--- src/rtl/legofpga_mac_cfg_seq.sv ---
// MAC/PHY bring-up sequencer: PHY reset and settle, then a fixed 4-bit command list over valid/ready.
// Optional feature: define MAC_CFG_AUTOSTART_EN to issue commands right after PHY settle.
module legofpga_mac_cfg_seq #(
    parameter int unsigned PHY_RST_CYCLES  = 1250,
    parameter int unsigned PHY_WAIT_CYCLES = 12500,
    parameter int unsigned NUM_CMDS        = 4,
    parameter int unsigned CMD_TIMEOUT     = 255,
    localparam int unsigned IDX_W = (NUM_CMDS > 1) ? $clog2(NUM_CMDS) : 1
) (
    input  logic                    clk_125,
    input  logic                    sys_rst,
    input  logic                    start_config,
    input  logic [4*NUM_CMDS-1:0]   cmd_list,
    output logic                    phy_rst_n,
    output logic [3:0]              control_data,
    output logic                    control_valid,
    input  logic                    control_ready,
    output logic                    cfg_busy,
    output logic                    cfg_done,
    output logic                    cfg_error,
    output logic [IDX_W-1:0]        cmd_idx
);

    localparam int unsigned CNT_MAX = (PHY_RST_CYCLES > PHY_WAIT_CYCLES) ?
                                      PHY_RST_CYCLES : PHY_WAIT_CYCLES;
    localparam int unsigned CNT_W   = $clog2(CNT_MAX + 1);
    localparam int unsigned TMO_W   = $clog2(CMD_TIMEOUT + 2);

    typedef enum logic [2:0] {
        StPhyRst,
        StPhyWait,
        StIdle,
        StIssue,
        StDone,
        StErr
    } state_e;

    state_e             r_state, w_state_d;
    logic [CNT_W-1:0]   r_cnt, w_cnt_d;
    logic [TMO_W-1:0]   r_tmo, w_tmo_d;
    logic               r_start_s, r_start_q;
    logic               r_phy_rst_n, w_phy_rst_n_d;
    logic [3:0]         r_data, w_data_d;
    logic               r_valid, w_valid_d;
    logic               r_busy, w_busy_d;
    logic               r_done, w_done_d;
    logic               r_error, w_error_d;
    logic [IDX_W-1:0]   r_idx, w_idx_d;

    logic               w_start_rise;
    logic               w_enter_issue;
    logic [IDX_W-1:0]   w_idx_inc;
    logic [TMO_W-1:0]   w_tmo_inc;

    // Edge detect runs off a registered sample so no input reaches an output combinationally.
    assign w_start_rise = r_start_s & ~r_start_q;
    assign w_idx_inc    = r_idx + 1'b1;
    assign w_tmo_inc    = r_tmo + 1'b1;

    always_comb begin
        w_state_d     = r_state;
        w_cnt_d       = r_cnt;
        w_tmo_d       = r_tmo;
        w_phy_rst_n_d = r_phy_rst_n;
        w_data_d      = r_data;
        w_valid_d     = r_valid;
        w_busy_d      = r_busy;
        w_done_d      = r_done;
        w_error_d     = r_error;
        w_idx_d       = r_idx;
        w_enter_issue = 1'b0;

        case (r_state)
            StPhyRst: begin
                if (r_cnt == CNT_W'(PHY_RST_CYCLES - 1)) begin
                    w_state_d     = StPhyWait;
                    w_cnt_d       = '0;
                    w_phy_rst_n_d = 1'b1;
                end else begin
                    w_cnt_d = r_cnt + 1'b1;
                end
            end
            StPhyWait: begin
                if (r_cnt == CNT_W'(PHY_WAIT_CYCLES - 1)) begin
`ifdef MAC_CFG_AUTOSTART_EN
                    w_enter_issue = 1'b1;
`else
                    w_state_d = StIdle;
                    w_busy_d  = 1'b0;
`endif
                end else begin
                    w_cnt_d = r_cnt + 1'b1;
                end
            end
            StIdle, StDone, StErr: begin
                if (w_start_rise) begin
                    w_enter_issue = 1'b1;
                end
            end
            StIssue: begin
                // A transfer on the would-be timeout cycle takes priority over the error.
                if (r_valid && control_ready) begin
                    if (r_idx < IDX_W'(NUM_CMDS - 1)) begin
                        w_idx_d  = w_idx_inc;
                        w_data_d = cmd_list[{w_idx_inc, 2'b00} +: 4];
                        w_tmo_d  = '0;
                    end else begin
                        w_state_d = StDone;
                        w_valid_d = 1'b0;
                        w_busy_d  = 1'b0;
                        w_done_d  = 1'b1;
                    end
                end else if (r_valid) begin
                    w_tmo_d = w_tmo_inc;
                    if (w_tmo_inc >= TMO_W'(CMD_TIMEOUT)) begin
                        w_state_d = StErr;
                        w_valid_d = 1'b0;
                        w_busy_d  = 1'b0;
                        w_error_d = 1'b1;
                    end
                end
            end
            default: begin
                w_state_d = StPhyRst;
            end
        endcase

        if (w_enter_issue) begin
            w_state_d = StIssue;
            w_idx_d   = '0;
            w_valid_d = 1'b1;
            w_data_d  = cmd_list[3:0];
            w_busy_d  = 1'b1;
            w_done_d  = 1'b0;
            w_error_d = 1'b0;
            w_tmo_d   = '0;
        end
    end

    always_ff @(posedge clk_125 or posedge sys_rst) begin
        if (sys_rst) begin
            r_state     <= StPhyRst;
            r_cnt       <= '0;
            r_tmo       <= '0;
            r_start_s   <= 1'b0;
            r_start_q   <= 1'b0;
            r_phy_rst_n <= 1'b0;
            r_data      <= 4'h0;
            r_valid     <= 1'b0;
            r_busy      <= 1'b1;
            r_done      <= 1'b0;
            r_error     <= 1'b0;
            r_idx       <= '0;
        end else begin
            r_state     <= w_state_d;
            r_cnt       <= w_cnt_d;
            r_tmo       <= w_tmo_d;
            r_start_s   <= start_config;
            r_start_q   <= r_start_s;
            r_phy_rst_n <= w_phy_rst_n_d;
            r_data      <= w_data_d;
            r_valid     <= w_valid_d;
            r_busy      <= w_busy_d;
            r_done      <= w_done_d;
            r_error     <= w_error_d;
            r_idx       <= w_idx_d;
        end
    end

    assign phy_rst_n     = r_phy_rst_n;
    assign control_data  = r_data;
    assign control_valid = r_valid;
    assign cfg_busy      = r_busy;
    assign cfg_done      = r_done;
    assign cfg_error     = r_error;
    assign cmd_idx       = r_idx;

endmodule

--- config.mk ---
export PLATFORM = sky130hd
export DESIGN_NAME = legofpga_mac_cfg_seq
export DESIGN_NICKNAME = d
export VERILOG_FILES = /design/src/rtl/legofpga_mac_cfg_seq.sv
export SDC_FILE = /design/constraint.sdc
export NUM_CORES = 1
export LEC_CHECK = 0
export ABC_AREA = 1
export CAP_MARGIN = 20
export CORE_MARGIN = 5
export CORE_UTILIZATION = 55
export CTS_CLUSTER_DIAMETER = 50
export DETAILED_ROUTE_END_ITERATION = 8
export PLACE_DENSITY = 0.79
export SYNTH_ARGS = -nofsm -noshare
export SYNTH_HDL_FRONTEND = slang
export SYNTH_SLANG_ARGS = --single-unit
--- constraint.sdc ---
create_clock -name clk_125 -period 2.08 [get_ports clk_125]
set_input_delay 0.416 -clock clk_125 [delete_from_list [all_inputs] [get_ports clk_125]]
set_output_delay 0.416 -clock clk_125 [all_outputs]
set_load 0.02 [all_outputs]
==> run metrics <==
DR top layer met4; GP Congestion between 0.9 and 1; reg2reg end r_state[1]; Detailed Route Iter0 Violations 107; Seq cells post-synth 39; core area 0.00429 mm2; final wirelength between 5 and 6 mm; cts bufs inserted 5; Rel. slew slack 66.8%; H-tree levels 2; Critical Path End Type flip-flop; reg2reg start r_tmo[0]; clk sinks 39; Worst-Margin Slew roughly 500 ps; clk buf depth 2; M1 WL between 2 and 3 mm; Starting Density between 50 and 60%; commonest non-fill, non-tap cell in the layout nand2_1; drt first pass iters 4; post-DR wirelength/cell about 13 um; Final ANT Viol Nets 0; Final Max Slew Viols 0; RSZ-0062 raised after global routing no; CTS Root Cell clkbuf_8; IO Count 31; clock slew at reported path FFs 80 ps; die extent in x 76.0 um; synthesis-to-layout area growth 20.2%; post-cts sizing count 0; initial antenna violation count 0; DP HPWL between 3 and 4 mm; GR Overflow Total 0; first-pass GRT wire length 9.16 mm; Lkg Pwr 1.37 nW; max_cap viols 0; Final Critical Period 1870 ps; layout cells sized above 1 8.38%; DR vias/cell 5.40; R2R depth 10; syn_area_per_cell 7.77 um2; period utilization 89.8%; CP Launch Type flip-flop; Clock Skews 6.70 ps; Net Count, Synth 333; Setup Fix Bufs, Post-CTS 0; IO buf count 30; CP arrival 2100 ps; vias in the first global route between 2,000 and 2,500; Seq/Total Area, Yosys between 40% and 50%; final net count 370; clock insertion delay at the later pin of the skew report 290 ps; Achievable Freq 535 MHz; CP Max Fanout 6; Mapped Cells 308; Hold Startpoint r_start_s; Fillers 342; hold-fix buffers at CTS 0; worst setup path class reg -> reg; met3 WL 383 um; Cell Pwr Density 524 mW/mm2; final hold violations 0; count of different cell masters after synthesis 35; largest net degree at the start of global routing 40; worst vdd ir 476 uV; FF-to-FF setup slack 210 ps; Final Setup Violations 0; height of the chip about 76 um; Worst Path Required approximately 2300 ps; most frequent cells in the layout 58 x nand2_1, 49 x inv_1, 38 x dfrtp_1; met2 routed WL around 2.2 mm; Cells on Worst Hold Path 0; CTS tree built; synthesized cell area ~0.0024 mm2; Hold/Removal Path Class reg -> reg; DRC viols 0; Hold EP r_start_q; status completed; # rows 24; vias roughly 2,200; final core utilization 67.0%; setup_tns 0 ps; ant diodes 0; die area 0.00577 mm2; Syn. warnings 0; global-route usage over all layers 18.8%
## through the flow
stage / worst slack, ps / hold WS [ps] / total power [mW] / cells / cell area [um2]
3_3_place_gp: 198 / 365 / 0.860 / 390 / 2760
4_1_cts: 204 / 385 / 1.52 / 398 / 2880
5_1_grt: 67.1 / 407 / 1.57 / 398 / 2880
2_1_floorplan: 447 / 354 / 0.809 / 308 / 2390
3_5_place_dp: 147 / 366 / 0.861 / 390 / 2760
6_report: 211 / 380 / 1.51 / 398 / 2880
## cell families after synthesis
family	count (synthesis)	share of synthesized area, %
adder cells (fa/ha/maj)	5	2.61
AND/OR/NAND/NOR	139	27.4
flip-flops	39	40.8
buffers and inverters	55	9.04
XOR/XNOR	10	3.97
AO/OA/AOI/OAI	60	16.2
## registers in the layout (all words and copies together), names as in the netlist, 2 cells and up
name / count
control_data: 4
cmd_idx: 2
r_state: 3
r_tmo: 9
r_cnt: 14
## synthesized netlist by cell type
| cell | n | area, um2 |
|---|---|---|
| a21oi_1 | 8 | 40.0 |
| a22o_1 | 1 | 8.76 |
| a311oi_1 | 1 | 8.76 |
| a31oi_1 | 1 | 6.26 |
| buf_2 | 2 | 10.0 |
| buf_6 | 1 | 11.3 |
| clkinv_1 | 2 | 7.51 |
| dfrtp_1 | 38 | 951 |
| dfstp_2 | 1 | 26.3 |
| ha_1 | 5 | 62.6 |
| inv_1 | 49 | 184 |
| inv_2 | 1 | 3.75 |
| nand2_1 | 58 | 218 |
| nand2_4 | 1 | 11.3 |
| nand3_1 | 23 | 115 |
| nand3_2 | 2 | 20.0 |
| nand3b_1 | 1 | 7.51 |
| nand3b_4 | 1 | 20.0 |
| nand4_1 | 9 | 56.3 |
| nor2_1 | 26 | 97.6 |
| nor2_2 | 6 | 37.5 |
| nor2_4 | 1 | 11.3 |
| nor3_1 | 7 | 35.0 |
| nor3b_1 | 1 | 7.51 |
| nor4_1 | 3 | 18.8 |
| o211ai_1 | 11 | 82.6 |
| o21ai_0 | 23 | 115 |
| o21ai_1 | 7 | 35.0 |
| o21ai_2 | 1 | 8.76 |
| o21bai_1 | 1 | 7.51 |
| o22ai_1 | 3 | 18.8 |
| o22ai_2 | 1 | 12.5 |
| o31ai_4 | 2 | 42.5 |
| xor2_1 | 9 | 78.8 |
| xor2_2 | 1 | 16.3 |
## how the worst max path moves through the flow
stage | start | slack, ps | end
2_1_floorplan | cmd_idx[0] | 450 | r_state[0]
3_3_place_gp | control_ready | 200 | r_state[0]
3_5_place_dp | control_ready | 150 | r_state[1]
4_1_cts | r_tmo[0] | 200 | r_state[1]
5_1_grt | r_tmo[0] | 70 | r_state[2]
6_report | r_tmo[0] | 210 | r_state[1]
## where the power goes
group / internal (mW) / switching, mW
Clock: 0.388 / 0.274
Combinational: 0.0445 / 0.0342
Sequential: 0.763 / 0.00306
## final cells by class
cell class | instances | area, um2 | share of cell area, %
Inverter | 52 | 195 | 6.78
Clock inverter | 2 | 35.0 | 1.22
Tap cell | 52 | 65.1 | 2.26
Multi-Input combinational cell | 214 | 1200 | 41.7
Timing Repair Buffer | 33 | 323 | 11.2
Sequential cell | 39 | 977 | 34.0
Clock buffer | 6 | 82.6 | 2.87
## metal layers
metal	vias to the layer above	track usage, %
met5	-	0
met4	0	4.63
met3	7	5.20
met2	78	29.0
met1	969	26.1
li1	1096	-
## critical path: stages, from the launching register on
cell     delay, ps
dfrtp_1        450
ha_1           230
nand2_1         80
nor2_1         160
nand2_1        110
nor2_2         130
xor2_2         240
nand3_2        150
nand3_1        140
nand2_1         60
nand2_1         50
(Power assumes the default switching activity.)
